--- config.mk ---
export PLATFORM = sky130hd
export DESIGN_NAME = tick_scheduler
export DESIGN_NICKNAME = d
export VERILOG_FILES = /design/src/rtl/tick_scheduler.sv
export SDC_FILE = /design/constraint.sdc
export NUM_CORES = 1
export LEC_CHECK = 0
export ABC_AREA = 1
export ABC_CLOCK_PERIOD_IN_PS = 1700
export CAP_MARGIN = 10
export CORE_ASPECT_RATIO = 1.25
export CORE_MARGIN = 10
export CORE_UTILIZATION = 45
export DETAILED_ROUTE_END_ITERATION = 10
export HOLD_SLACK_MARGIN = 0.05
export PLACE_DENSITY = 0.66
export SYNTH_ARGS = -nofsm -noshare
export SYNTH_HDL_FRONTEND = slang
export SYNTH_SLANG_ARGS = --single-unit
--- constraint.sdc ---
create_clock -name CLOCK_50 -period 1.7 [get_ports CLOCK_50]
set_input_delay 0.17 -clock CLOCK_50 [delete_from_list [all_inputs] [get_ports CLOCK_50]]
set_output_delay 0.17 -clock CLOCK_50 [all_outputs]
set_load 0.02 [all_outputs]
--- src/rtl/tick_scheduler.sv ---
// Shared-prescaler timebase: issues game, animation and seconds clock-enable
// strobes on CLOCK_50, with central pause and single-step control.
//
// state     | meaning
// ----------+------------------------------------------------------------
// ST_RUN    | prescaler and channel counters advance, strobes issued
// ST_PAUSED | all counters frozen, strobes held low, waits for step/resume
// ST_STEP   | one-cycle forced game_tick + step_ack, counters untouched
module tick_scheduler #(
  parameter int BASE_DIV = 50000,
  parameter int DIV_FAST = 40,
  parameter int DIV_MED  = 100,
  parameter int DIV_SLOW = 1000,
  parameter int ANIM_DIV = 100,
  parameter int SEC_DIV  = 1000
) (
  input  logic       CLOCK_50,
  input  logic       resetn,
  input  logic [1:0] rate_sel,
  input  logic       pause,
  input  logic       step_req,
  output logic       step_ack,
  output logic       game_tick,
  output logic       anim_tick,
  output logic       sec_tick,
  output logic       paused
);

  localparam int GAME_MAX = (DIV_FAST > DIV_MED) ?
                            ((DIV_FAST > DIV_SLOW) ? DIV_FAST : DIV_SLOW) :
                            ((DIV_MED > DIV_SLOW) ? DIV_MED : DIV_SLOW);
  localparam int BW = (BASE_DIV > 1) ? $clog2(BASE_DIV) : 1;
  localparam int GW = (GAME_MAX > 1) ? $clog2(GAME_MAX) : 1;
  localparam int AW = (ANIM_DIV > 1) ? $clog2(ANIM_DIV) : 1;
  localparam int SW = (SEC_DIV > 1)  ? $clog2(SEC_DIV)  : 1;

  typedef enum logic [1:0] {
    ST_RUN    = 2'd0,
    ST_PAUSED = 2'd1,
    ST_STEP   = 2'd2
  } state_t;

  state_t        state;
  state_t        state_nxt;
  logic [1:0]    rate_q;
  logic          step_req_q;
  logic [BW-1:0] base_cnt;
  logic [GW-1:0] game_cnt;
  logic [AW-1:0] anim_cnt;
  logic [SW-1:0] sec_cnt;
  logic [GW-1:0] game_last;

  logic advance;
  logic base_tick;
  logic rate_chg;
  logic step_take;
  logic game_wrap;
  logic anim_wrap;
  logic sec_wrap;
  logic game_tick_d;

  always_ff @(posedge CLOCK_50) begin
    if (!resetn) begin
      state <= ST_RUN;
    end else begin
      state <= state_nxt;
    end
  end

  always_comb begin
    state_nxt = state;
    step_take = 1'b0;
    case (state)
      ST_RUN: begin
        if (pause) state_nxt = ST_PAUSED;
      end
      ST_PAUSED: begin
        if (!pause) begin
          state_nxt = ST_RUN;
        end else if (step_req && !step_req_q) begin
          state_nxt = ST_STEP;
          step_take = 1'b1;
        end
      end
      ST_STEP: begin
        state_nxt = pause ? ST_PAUSED : ST_RUN;
      end
      default: state_nxt = ST_RUN;
    endcase
  end

  always_comb begin
    case (rate_q)
      2'b01:   game_last = GW'(DIV_FAST - 1);
      2'b10:   game_last = GW'(DIV_MED - 1);
      default: game_last = GW'(DIV_SLOW - 1);
    endcase
  end

  // A pause sampled in RUN already blocks this edge, so pause wins over a wrap.
  assign advance   = (state == ST_RUN) && !pause;
  assign base_tick = advance && (base_cnt == BW'(BASE_DIV - 1));
  assign rate_chg  = (rate_sel != rate_q);
  assign game_wrap = base_tick && !rate_chg && (rate_q != 2'b00) && (game_cnt == game_last);
  assign anim_wrap = base_tick && (anim_cnt == AW'(ANIM_DIV - 1));
  assign sec_wrap  = base_tick && (sec_cnt == SW'(SEC_DIV - 1));

  always_comb begin
    game_tick_d = 1'b0;
    if (step_take) begin
      game_tick_d = 1'b1;
    end else if (advance && !rate_chg) begin
      game_tick_d = (rate_q == 2'b00) || game_wrap;
    end
  end

  always_ff @(posedge CLOCK_50) begin
    if (!resetn) begin
      step_req_q <= 1'b0;
      step_ack   <= 1'b0;
      game_tick  <= 1'b0;
      anim_tick  <= 1'b0;
      sec_tick   <= 1'b0;
      paused     <= 1'b0;
    end else begin
      step_req_q <= step_req;
      step_ack   <= step_take;
      game_tick  <= game_tick_d;
      anim_tick  <= anim_wrap;
      sec_tick   <= sec_wrap;
      paused     <= (state_nxt != ST_RUN);
    end
  end

  // A rate change re-phases the prescaler too, so the new game period is
  // measured in full from the change rather than from the old base phase.
  always_ff @(posedge CLOCK_50) begin
    if (!resetn) begin
      rate_q   <= rate_sel;
      base_cnt <= '0;
      game_cnt <= '0;
    end else if (advance) begin
      rate_q <= rate_sel;
      if (rate_chg || base_tick) begin
        base_cnt <= '0;
      end else begin
        base_cnt <= base_cnt + 1'b1;
      end
      if (rate_chg || (rate_q == 2'b00) || game_wrap) begin
        game_cnt <= '0;
      end else if (base_tick) begin
        game_cnt <= game_cnt + 1'b1;
      end
    end
  end

  always_ff @(posedge CLOCK_50) begin
    if (!resetn) begin
      anim_cnt <= '0;
      sec_cnt  <= '0;
    end else begin
      if (anim_wrap) begin
        anim_cnt <= '0;
      end else if (base_tick) begin
        anim_cnt <= anim_cnt + 1'b1;
      end
      if (sec_wrap) begin
        sec_cnt <= '0;
      end else if (base_tick) begin
        sec_cnt <= sec_cnt + 1'b1;
      end
    end
  end

endmodule

After elaboration in Yosys (flattened, before gate mapping)
Cells that the tools add are included.
{ "word_totals": {"reg_bits": 53, "in_bits": 6} }
{ "op_classes": {"n_addsub": 4, "eq_ne": 10, "muxes": 16, "bitwise_logic": 1, "n_reduce_logical": 24} }
{ "ops": {"columns": ["cell", "n"], "rows": [
  ["10-bit by 1-bit adder with 10-bit output, second input constant", 2],
  ["10-bit two-way mux", 2],
  ["10-bit one-hot mux with 2 select lines", 1],
  ["16-bit by 1-bit adder with 16-bit output, second input constant", 1],
  ["16-bit == test, second input constant", 1],
  ["16-bit two-way mux", 1],
  ["10-bit == test", 1],
  ["10-bit == test, second input constant", 1],
  ["2-bit two-way mux", 5],
  ["1-bit logical AND", 9],
  ["7-bit by 1-bit adder with 7-bit output, second input constant", 1],
  ["7-bit == test, second input constant", 1],
  ["1-bit two-way mux", 6],
  ["2-bit one-hot mux with 3 select lines", 1],
  ["2-bit nonzero test", 3],
  ["2-bit by 1-bit == test with 1-bit output, second input constant", 2],
  ["2-bit == test, second input constant", 2],
  ["2-bit zero test", 2],
  ["1-bit logical OR", 4],
  ["2-bit OR reduction", 2],
  ["1-bit zero test", 3],
  ["2-bit by 1-bit != test with 1-bit output, second input constant", 1],
  ["2-bit != test", 1],
  ["2-bit AND reduction", 1],
  ["1-bit NOT", 1]
]} }

Logic depth before layout (Yosys ltp)
Gate-level depths: netlist (run 1).
{ "logic_depth": {"depth_word": 9, "ltp_mapped": 12} }

Worst setup path before layout (run 1)
OpenSTA, ideal clock, no wires.
{ "synth_path": {"path_type": "register to register", "start": "reg base_cnt[0]", "end": "reg game_cnt[1]", "t_arrival_ns": 1.412, "required_ns": 1.584, "slack_ns": 0.172, "stages_incl_launch_ff": 11, "period_less_slack_ns": 1.528, "path_cell_list": "dfxtp_1 -> ha_1 -> nand2_1 -> nor2_4 -> nand2_2 -> nor2_8 -> nand2_1 -> nand3_1 -> nand2_2 -> nand2_4 -> nor2_1"} }
{ "synth_between": {"elab_chain_cells": 8, "word_cells_on_any_way": 9} }
{ "synth_lines": {"columns": ["item", "line", "text"], "rows": [
  ["start: declaration", "47", "logic [BW-1:0] base_cnt;"],
  ["start signal: assignment", "147", "base_cnt <= base_cnt + 1'b1;"],
  ["16-bit == test (*)", "102", "assign base_tick = advance && (base_cnt == BW'(BASE_DIV - 1));"],
  ["1-bit logical AND (*)", "102", null],
  ["1-bit logical AND (3 in a row)", "104", "assign game_wrap = base_tick && !rate_chg && (rate_q != 2'b00) && (game_cnt == game_last);"],
  ["1-bit logical OR", "149", "if (rate_chg || (rate_q == 2'b00) || game_wrap) begin"],
  ["2-bit nonzero test (no source line)", null, null],
  ["2-bit AND reduction (no source line)", null, null],
  ["end signal: assignment", "152", "game_cnt <= game_cnt + 1'b1;"],
  ["end: declaration", "48", "logic [GW-1:0] game_cnt;"]
]} }
Every way passes the cells marked *; elsewhere a longest branch is shown, timed or not.
A chain may end at the register's enable or synchronous reset.

Worst setup path in the final report (run 1)
{ "layout_path": {"start": "reg rate_q[1]", "end": "reg game_cnt[2]"} }
{ "layout_between": {"elab_chain_cells": 8, "word_cells_on_any_way": 16} }
{ "layout_lines": {"columns": ["item", "line", "text"], "rows": [
  ["start: declaration", "45", "logic [1:0] rate_q;"],
  ["start signal: assignment", "139", "rate_q <= rate_sel;"],
  ["start signal: assignment", "143", "rate_q <= rate_sel;"],
  ["branches (longest 5 deep; another with 10-bit one-hot mux with 2 select lines)", null, null],
  ["1-bit logical OR (*)", "149", null],
  ["2-bit nonzero test (no source line)", null, null],
  ["2-bit AND reduction (no source line)", null, null]
]} }
Mark *: on every way between the ends.

==> results of run 1 <==
-- placed cells by master (no fill, tap or decap), drive strengths merged, types with 2 or more instances in the layout --
cell type / netlist / layout
a21oi: 16 / 16
buf: 2 / 35
clkbuf: 0 / 5
clkdlybuf4s50: 0 / 10
dfxtp: 51 / 51
edfxtp: 2 / 2
ha: 7 / 7
inv: 65 / 67
nand2: 124 / 125
nand3: 30 / 30
nand4: 11 / 11
nor2: 74 / 74
nor3: 11 / 11
nor4: 2 / 2
o21ai: 13 / 13
xnor2: 4 / 4
xor2: 10 / 10
-- cell families (layout without fill, tap and decap cells) --
group / after synthesis / count (layout) / share of synthesized area
and+or+nand+nor: 253 / 254 / 0.394
AOI/OAI and AO/OA: 35 / 35 / 0.0723
adders and majority gates: 7 / 7 / 0.0301
DFF: 53 / 53 / 0.372
xor gates and xnor gates: 14 / 14 / 0.0422
buffers and inverters: 67 / 118 / 0.0895
-- routing by layer --
layer | vias up | wire length [µm]
met5 | - | 0
met4 | 0 | 112
met3 | 12 | 265
met2 | 50 | 3500
met1 | 1235 | 2890
li1 | 1453 | -
-- power groups by stage --
stage / combinational, mW / sequential (mW) / clock [mW]
2_1_floorplan: 0.120 / 1.31 / 0
3_3_place_gp: 0.219 / 1.30 / 0
3_5_place_dp: 0.221 / 1.30 / 0
4_1_cts: 0.225 / 1.28 / 0.795
5_1_grt: 0.311 / 1.28 / 0.830
6_report: 0.286 / 1.28 / 0.766
-- cell usage after synthesis --
cell type,n
nand3b_1,1
nand4_1,11
inv_1,61
nor4_1,2
nor2_2,5
o22ai_1,1
nand2_2,5
nand3_2,1
xnor2_1,4
nor2_4,2
o21bai_2,1
o31ai_4,1
o21ai_1,2
edfxtp_1,2
nand2_1,115
a31o_2,1
o211a_1,1
dfxtp_1,51
buf_6,1
o21ai_0,11
nand3_1,28
ha_1,7
nor2_1,66
nor3_1,10
buf_2,1
xor2_1,10
nor2_8,1
a211oi_1,1
nand3_4,1
nor3_2,1
inv_2,4
nand2_4,4
a21oi_1,16
-- worst max path at each step --
| stage | end | slack, ns | depth (start not counted) |
|---|---|---|---|
| detailed placement | anim_cnt[4] | -0.21 | 10 |
| CTS | game_cnt[2] | 0.003 | 12 |
| floorplan | game_cnt[1] | 0.17 | 10 |
| global placement | anim_cnt[2] | -0.20 | 10 |
| finish | game_cnt[2] | 0.005 | 12 |
| global route | game_cnt[2] | -0.09 | 12 |
-- final cells by class --
class | count | share of cell area
well taps | 85 | 0.0285
repair buffers | 45 | 0.113
inverters | 65 | 0.0654
multi-input cells | 310 | 0.476
flip-flops and latches | 53 | 0.293
clock buffers | 5 | 0.0185
clock inverters | 3 | 0.00671
-- tightest hold or removal path, delay by kind of cell --
family	cells	cell delay [ns]
and+or+nand+nor	1	0.06
buffers and inverters	2	0.45
-- state kept, by name, indices dropped and copies added, names as in the netlist, 2 cells and up --
register	cells
rate_q	2
anim_cnt	7
state	2
sec_cnt	10
base_cnt	16
game_cnt	10
-- timing repair --
item                                    CTS  global route
pin swaps                                 0            29
buffers inserted                          1             4
resized for setup                         1            66
cloned                                    0             1
endpoints found under the setup margin   18            36
-- through the flow --
step / utilization / cells / hold WS (ns)
3_3_place_gp: 0.540 / 552 / 0.461
4_1_cts: 0.557 / 561 / 0.401
3_5_place_dp: 0.540 / 552 / 0.470
2_1_floorplan: - / 429 / 0.263
6_report: 0.597 / 566 / 0.406
5_1_grt: 0.597 / 566 / 0.415
==> impl_metrics.toml, run 1 <==
[yosys]
ys_warn_count = 0
synth_seq_cells = 53
syn_inst = 429
synth_fp_nets = 442
yosysTopAreaCell = "dfxtp_1"
syn_area_um2 = 2910
yosys-top-cells-area = "dfxtp_1, nand2_1, nor2_1"
avgSynthCellArea_um2 = 6.78
yosys.cell_types.count = 33
synth_top_area_share = 0.351
yosysSeqAreaShare = 0.372

[pwr]
switching_power_mw = 0.636
clkPwrFrac = 0.329
switching_share = 0.273
p_int_mw = 1.69
p_leak_nw = 1.50
p_per_area_nw_per_um2 = 625
p_seq_frac = 0.548
ir_worst_vdd_v = 0.000457
power.total_mw = 2.33
combPwrFrac = 0.123

[sta]
finalSetupTns_ns = 0
fin_crit_sh = 0.997
grt_setup_unrepaired = "true"
finalSetupViolCount = 0
final-max-slew-violation-count = 0
clock_skew_ns = 0.0105
slew_headroom = 0.762
worst_pin_slew_ns = 0.354
timing.final.ws_setup_ns = 0.00531
min_period_ns = 1.69
hold_viol_final = 0
max_freq_mhz = 590

[worst_hold_path]
min_path_cells = 3
hp-start = "step_req"
hold_class = "in -> reg"
holdPathEnd = "step_req_q"

[final_layout]
drive_above_1_share = 0.252
regArea_um2 = 1090
finalInstanceArea_um2 = 3730
multi_input_area_um2 = 1770
fin_nets = 493
antennaDiodeCount = 0
n_fill_cell = 590
synthToLayoutAreaGrowth_pct = 28.3

[setup_path]
arrival_ns = 1.91
crit_type = "reg -> reg"
crit_path_max_fanout = 5
startpoint_type = "flop"
r2r_start = "rate_q[1]"
timing.rr.end = "game_cnt[2]"
crit_family = "simple AND/OR/NAND/NOR gates"
r2r_slack_ns = 0.005
worstRegToRegCells = 12
max_stage_delay_ns = 0.45
required_ns = 1.92
crit_path_cell_trace = "buf_6, ha_4, nand2_2, inv_2, nor2_2, nand3_2, nor2_4, nand2_2, nand3_2, nand2_4, nand2_8, nor2_2"
crit_start = "rate_q[1]"
cp_slowest_cell = "edfxtp_1"
crit_buf_inv = 2
end_kind = "flop"

[die]
initial_core_util = 0.466
die_y_um = 110
design.die.area_um2 = 10100
core_um2 = 6250
fp.dieW_um = 91.9
ios = 11
num_rows = 32

[global_routing]
grt_max_degree = 19
globalRouteMet3Util = 0.0246
antenna_found_initial = 0
grt_overflow = 0
use_met2 = 0.240
first_global_vias = 2560
met1_usage = 0.151
busiest_layer = "met2"
globalRouteTotalUtil = 0.132
grt_pass1_wl_um = 11200

[cts]
clk_latency_ns = 0.32
cts_tree = "yes"
max-clock-path-buffers = 2
cts.clk_slew.worst_paths_ns = 0.11
hold_buffers = 0
cts_max_level = 2
cts.sinks = 53
cts_root_buf = "clkbuf_8"
cts_made_buffers = 5

[place]
detailed_place_hpwl_um = 4950
gp_congestion = 0.920
postPlaceCellArea_um2 = 3370
port_buffers = 10
place_worst_setup_slack_ns = -0.212

[flow_run]
maxCapViolations = 0

[routing]
routed_wl_um = 6760
drcViolationCount = 0
num_vias = 2750
drt_iter0_drc = 124
antenna_left = 0
wl_per_cell_um = 11.9
dr.pass1.iters = 4
viasPerCell = 4.86

[status]
status = "finished clean"
No activity file was read; power rests on OpenSTA's default activity.
==> inputs of run 2 (changes only) <==
--- a/config.mk
+++ b/config.mk
@@ -13,7 +13,6 @@
 export CORE_UTILIZATION = 45
 export DETAILED_ROUTE_END_ITERATION = 10
 export HOLD_SLACK_MARGIN = 0.05
-export PLACE_DENSITY = 0.66
 export SYNTH_ARGS = -nofsm -noshare
 export SYNTH_HDL_FRONTEND = slang
 export SYNTH_SLANG_ARGS = --single-unit
==> run 2 against run 1 <==
Compared with the run above:
- routed wire length decreased by 6.4%
- core utilization decreased by 2.4 points
- combinational power decreased by 14%
- critical path depth unchanged
- count of clock-buffer cells in the layout increased by 1
- clock skew about the same
- setup slack improved by 0.072 ns
- total power decreased by 3.7%
- cell count decreased by 0.35%
- first-iteration DRC count decreased by 26%
- critical endpoint is now game_cnt[3]
- largest cell class unchanged
- largest power group unchanged
==> impl_metrics.toml, run 2 (synthesis gave the netlist of run 1 again) <==
[sta]
hold_viol_final = 0
finalSetupViolCount = 0
slew_headroom = 0.655
fin_crit_sh = 0.954
hold_ws_ns = 0.422
clock_skew_ns = 0.0110
max_freq_mhz = 616
timing.final.ws_setup_ns = 0.0774
final-max-slew-violation-count = 0
grt_setup_unrepaired = "true"
min_period_ns = 1.62
worst_pin_slew_ns = 0.516

[final_layout]
largest_reg_flops = 16
regMostFlops = "base_cnt"
finalInstanceArea_um2 = 3580
mostFrequentLayoutCells = "nand2_1, nor2_1, inv_1"
antennaDiodeCount = 0
multi_input_area_um2 = 1690
regArea_um2 = 1080
fin_util = 0.573
n_fill_cell = 604
final_common_cell = "nand2_1"
drive_above_1_share = 0.177
fin_nets = 491
top_regs = "base_cnt x16, game_cnt x10, sec_cnt x10"
stdcell_count = 564
synthToLayoutAreaGrowth_pct = 23.0

[pwr]
ir_worst_vdd_v = 0.000339
p_per_area_nw_per_um2 = 627
p_leak_nw = 1.45

[setup_path]
crit_path_max_fanout = 4
cp_slowest_cell = "edfxtp_1"
required_ns = 1.90
worstRegToRegCells = 12
max_stage_delay_ns = 0.44
crit_path_cell_trace = "inv_2, ha_4, inv_2, nand2_1, nor2_1, nor2_1, nor2_1, nand2_1, nand3_2, nand2_4, nand2_4, nor2_1"
cp_common_cell = "nor2_1"
arrival_ns = 1.82
crit_type = "reg -> reg"
end_kind = "flop"
startpoint_type = "flop"

[die]
die_y_um = 110
core_um2 = 6250
ios = 11
num_rows = 32
initial_core_util = 0.466
fp.dieW_um = 91.9
design.die.area_um2 = 10100

[routing]
drt_iter0_drc = 92
num_vias = 2715
routed_wl_um = 6330
viasPerCell = 4.81
wl_met1_um = 3000
drcViolationCount = 0
route.met3.wl_um = 135
antenna_left = 0
wl_met2_um = 3130
highest_layer = "met4"
dr.pass1.iters = 4
wl_per_cell_um = 11.2

[global_routing]
grt_pass1_wl_um = 10600
first_global_vias = 2475
globalRouteTotalUtil = 0.125
antenna_found_initial = 0
grt_overflow = 0
grt_max_degree = 18

[cts]
cts.sinks = 53
cts_root_buf = "clkbuf_8"
clk_latency_ns = 0.30
hold_buffers = 0
cts_made_buffers = 5
cts_tree = "yes"
cts.clk_slew.worst_paths_ns = 0.10
cts_max_level = 2
max-clock-path-buffers = 2

[place]
detailed_place_hpwl_um = 4840
port_buffers = 10
place_worst_setup_slack_ns = -0.0974
dp.cells = 552
postPlaceCellArea_um2 = 3350
gp_congestion = 0.843

[flow_run]
maxCapViolations = 0

[worst_hold_path]
min_path_cells = 3
hold_class = "in -> reg"

[status]
status = "finished clean"
## run 2: critical path, delay by kind of cell (launching register included)
| family | cells | cell delay, ns |
|---|---|---|
| adders and majority gates | 1 | 0.22 |
| buffers and inverters | 2 | 0.18 |
| and+or+nand+nor | 9 | 0.70 |
| DFF | 1 | 0.44 |
## run 2: final cells by class
cell class                      count  share of cell area
Sequential cell                    53               0.303
Clock buffer                        6              0.0203
Timing Repair Buffer               42               0.104
Inverter                           65              0.0682
Clock inverter                      2             0.00385
Multi-Input combinational cell    311               0.471
Tap cell                           85              0.0297
## run 2: timing repair
action / in CTS / in global routing
gates resized for setup: 0 / 28
endpoints found under the setup margin: 9 / 29
pin swaps: 0 / 9
cloned: 0 / 2
setup buffers: 2 / 0
## run 2: power breakdown
group          internal [mW]  switching, mW  leakage, nW
logic                  0.107          0.140        0.975
registers               1.27         0.0124        0.433
clock network          0.295          0.424       0.0456
total                   1.67          0.577         1.45
## run 2: final timing paths
path,start,slack [ns],to
min reg2reg,sec_cnt[8],0.49,sec_cnt[8]
min,step_req,0.42,step_req_q
max reg2reg,rate_q[0],0.08,game_cnt[3]
max,rate_q[0],0.08,game_cnt[3]
## run 2: routing by layer
metal / global-route usage / vias up
li1: - / 1445
met1: 0.151 / 1234
met2: 0.223 / 28
met3: 0.0259 / 8
met4: 0.0298 / 0
met5: 0 / -
## run 2: metrics by stage
step                power [mW]  TNS (ns)
floorplan                 1.43         0
global placement          1.51     -1.35
detailed placement        1.51     -2.06
CTS                       2.24         0
global route              2.36    -0.369
finish                    2.24         0
==> inputs of run 3 (changes only) <==
--- a/config.mk
+++ b/config.mk
@@ -8,7 +8,6 @@
 export ABC_AREA = 1
 export ABC_CLOCK_PERIOD_IN_PS = 1700
 export CAP_MARGIN = 10
-export CORE_ASPECT_RATIO = 1.25
 export CORE_MARGIN = 10
 export CORE_UTILIZATION = 45
 export DETAILED_ROUTE_END_ITERATION = 10
==> run 3 against run 2 <==
Compared with the run above:
- the run now ends with setup timing left
- cell area is 0.45% lower
- die area is 0.20% lower
- sequential power hardly changed
- first-iteration DRC count is 24% higher
- global-route usage is 0.51 points higher
- setup slack worse by 0.10 ns
- via count stayed put
- total power is 0.83% higher
- maximum frequency is 6.0% lower
- clock power is 2.9% higher
- largest cell class unchanged
==> impl_metrics.toml, run 3 (synthesis gave the netlist of run 1 again) <==
[place]
detailed_place_hpwl_um = 4920
dp.cells = 545
gp_congestion = 0.838
port_buffers = 10

[setup_path]
cp_slowest_cell = "edfxtp_1"
crit_type = "reg -> reg"
required_ns = 1.90
crit_buf_inv = 1
crit_start = "rate_q[1]"
end_kind = "flop"
crit_path_cell_trace = "inv_2, ha_4, nand2_1, nor2_1, nor2_2, nor2_2, nand2_1, nand3_1, nand2_2, nand2_4, nor2_1"
crit_path_max_fanout = 5
max_stage_delay_ns = 0.43
r2r_slack_ns = -0.03
crit_family = "simple AND/OR/NAND/NOR gates"
startpoint_type = "flop"
r2r_start = "rate_q[1]"
arrival_ns = 1.93

[pwr]
power.total_mw = 2.26
p_leak_nw = 1.46
p_per_area_nw_per_um2 = 635
ir_worst_vdd_v = 0.000422

[sta]
finalSetupTns_ns = -0.174
slew_headroom = 0.769
clock_skew_ns = 0.0131
timing.final.ws_setup_ns = -0.0254
final-max-slew-violation-count = 0
min_period_ns = 1.73
finalSetupViolCount = 10
max_freq_mhz = 580
grt_setup_unrepaired = "true"
worst_pin_slew_ns = 0.343
hold_viol_final = 0
fin_crit_sh = 1.01

[routing]
num_vias = 2715
routed_wl_um = 6570
drt_iter0_drc = 114
viasPerCell = 4.87
dr.pass1.iters = 5
drcViolationCount = 0
antenna_left = 0
wl_per_cell_um = 11.8

[final_layout]
synthToLayoutAreaGrowth_pct = 22.5
top_regs = "base_cnt x16, game_cnt x10, sec_cnt x10"
final_common_cell = "nand2_1"
regMostFlops = "base_cnt"
largest_reg_flops = 16
stdcell_count = 557
fin_nets = 492
antennaDiodeCount = 0
drive_above_1_share = 0.192
mostFrequentLayoutCells = "nand2_1, nor2_1, inv_1"

[flow_run]
maxCapViolations = 0

[die]
core_um2 = 6310
design.die.area_um2 = 10100
num_rows = 29
die_y_um = 100
fp.dieW_um = 100
ios = 11
initial_core_util = 0.461

[cts]
cts_root_buf = "clkbuf_8"
cts_max_level = 2
cts_tree = "yes"
cts_made_buffers = 5
cts.clk_slew.worst_paths_ns = 0.10
cts.sinks = 53
clk_latency_ns = 0.31
hold_buffers = 0
max-clock-path-buffers = 2

[global_routing]
antenna_found_initial = 0
first_global_vias = 2462
grt_max_degree = 19
grt_pass1_wl_um = 11000
grt_overflow = 0
globalRouteTotalUtil = 0.130

[worst_hold_path]
hold_class = "in -> reg"
hp-start = "step_req"

[status]
status = "finished with violations"
violations = "setup timing"
run 3: layout make-up:
class	count	area, µm²
Timing Repair Buffer	44	397
Sequential cell	53	1080
Inverter	65	244
Tap cell	77	96.3
Clock inverter	3	25.0
Multi-Input combinational cell	310	1650
Fill cell	609	2750
Clock buffer	5	68.8
run 3: final timing paths:
kind         cells past startpoint           to
min reg2reg                      2  anim_cnt[0]
min                              3   step_req_q
max reg2reg                     11  game_cnt[6]
max                             11  game_cnt[6]
run 3: routing by layer:
layer / vias to the layer above / wire length (µm) / GRT usage
met3: 6 / 222 / 0.0316
met1: 1217 / 3240 / 0.167
met2: 47 / 3040 / 0.208
met5: - / 0 / 0
met4: 0 / 61 / 0.0435
li1: 1445 / - / -
run 3: tightest hold or removal path, stage by stage:
cell	delay, ns
clkdlybuf4s50_1	0.42
nand2_1	0.06
inv_1	0.04
run 3: power by group:
group	switching (mW)	internal [mW]
Sequential	0.0135	1.27
Clock	0.442	0.298
Combinational	0.138	0.105
run 3: repair_timing:
action                                  in CTS  in global routing
endpoints found under the setup margin      19                 31
gates resized for setup                      6                 21
pin swaps                                    1                 10
buffers inserted                             2                  1
gates cloned                                 1                  0
run 3: metrics by stage:
step	utilization	hold slack [ns]	worst slack, ns	instance area [µm²]
after floorplan	-	0.263	0.172	2910
after global placement	0.532	0.465	-0.0604	3360
final	0.564	0.410	-0.0254	3560
after detailed placement	0.532	0.472	-0.121	3360
after CTS	0.555	0.396	0.00587	3500
after global routing	0.564	0.406	-0.143	3560
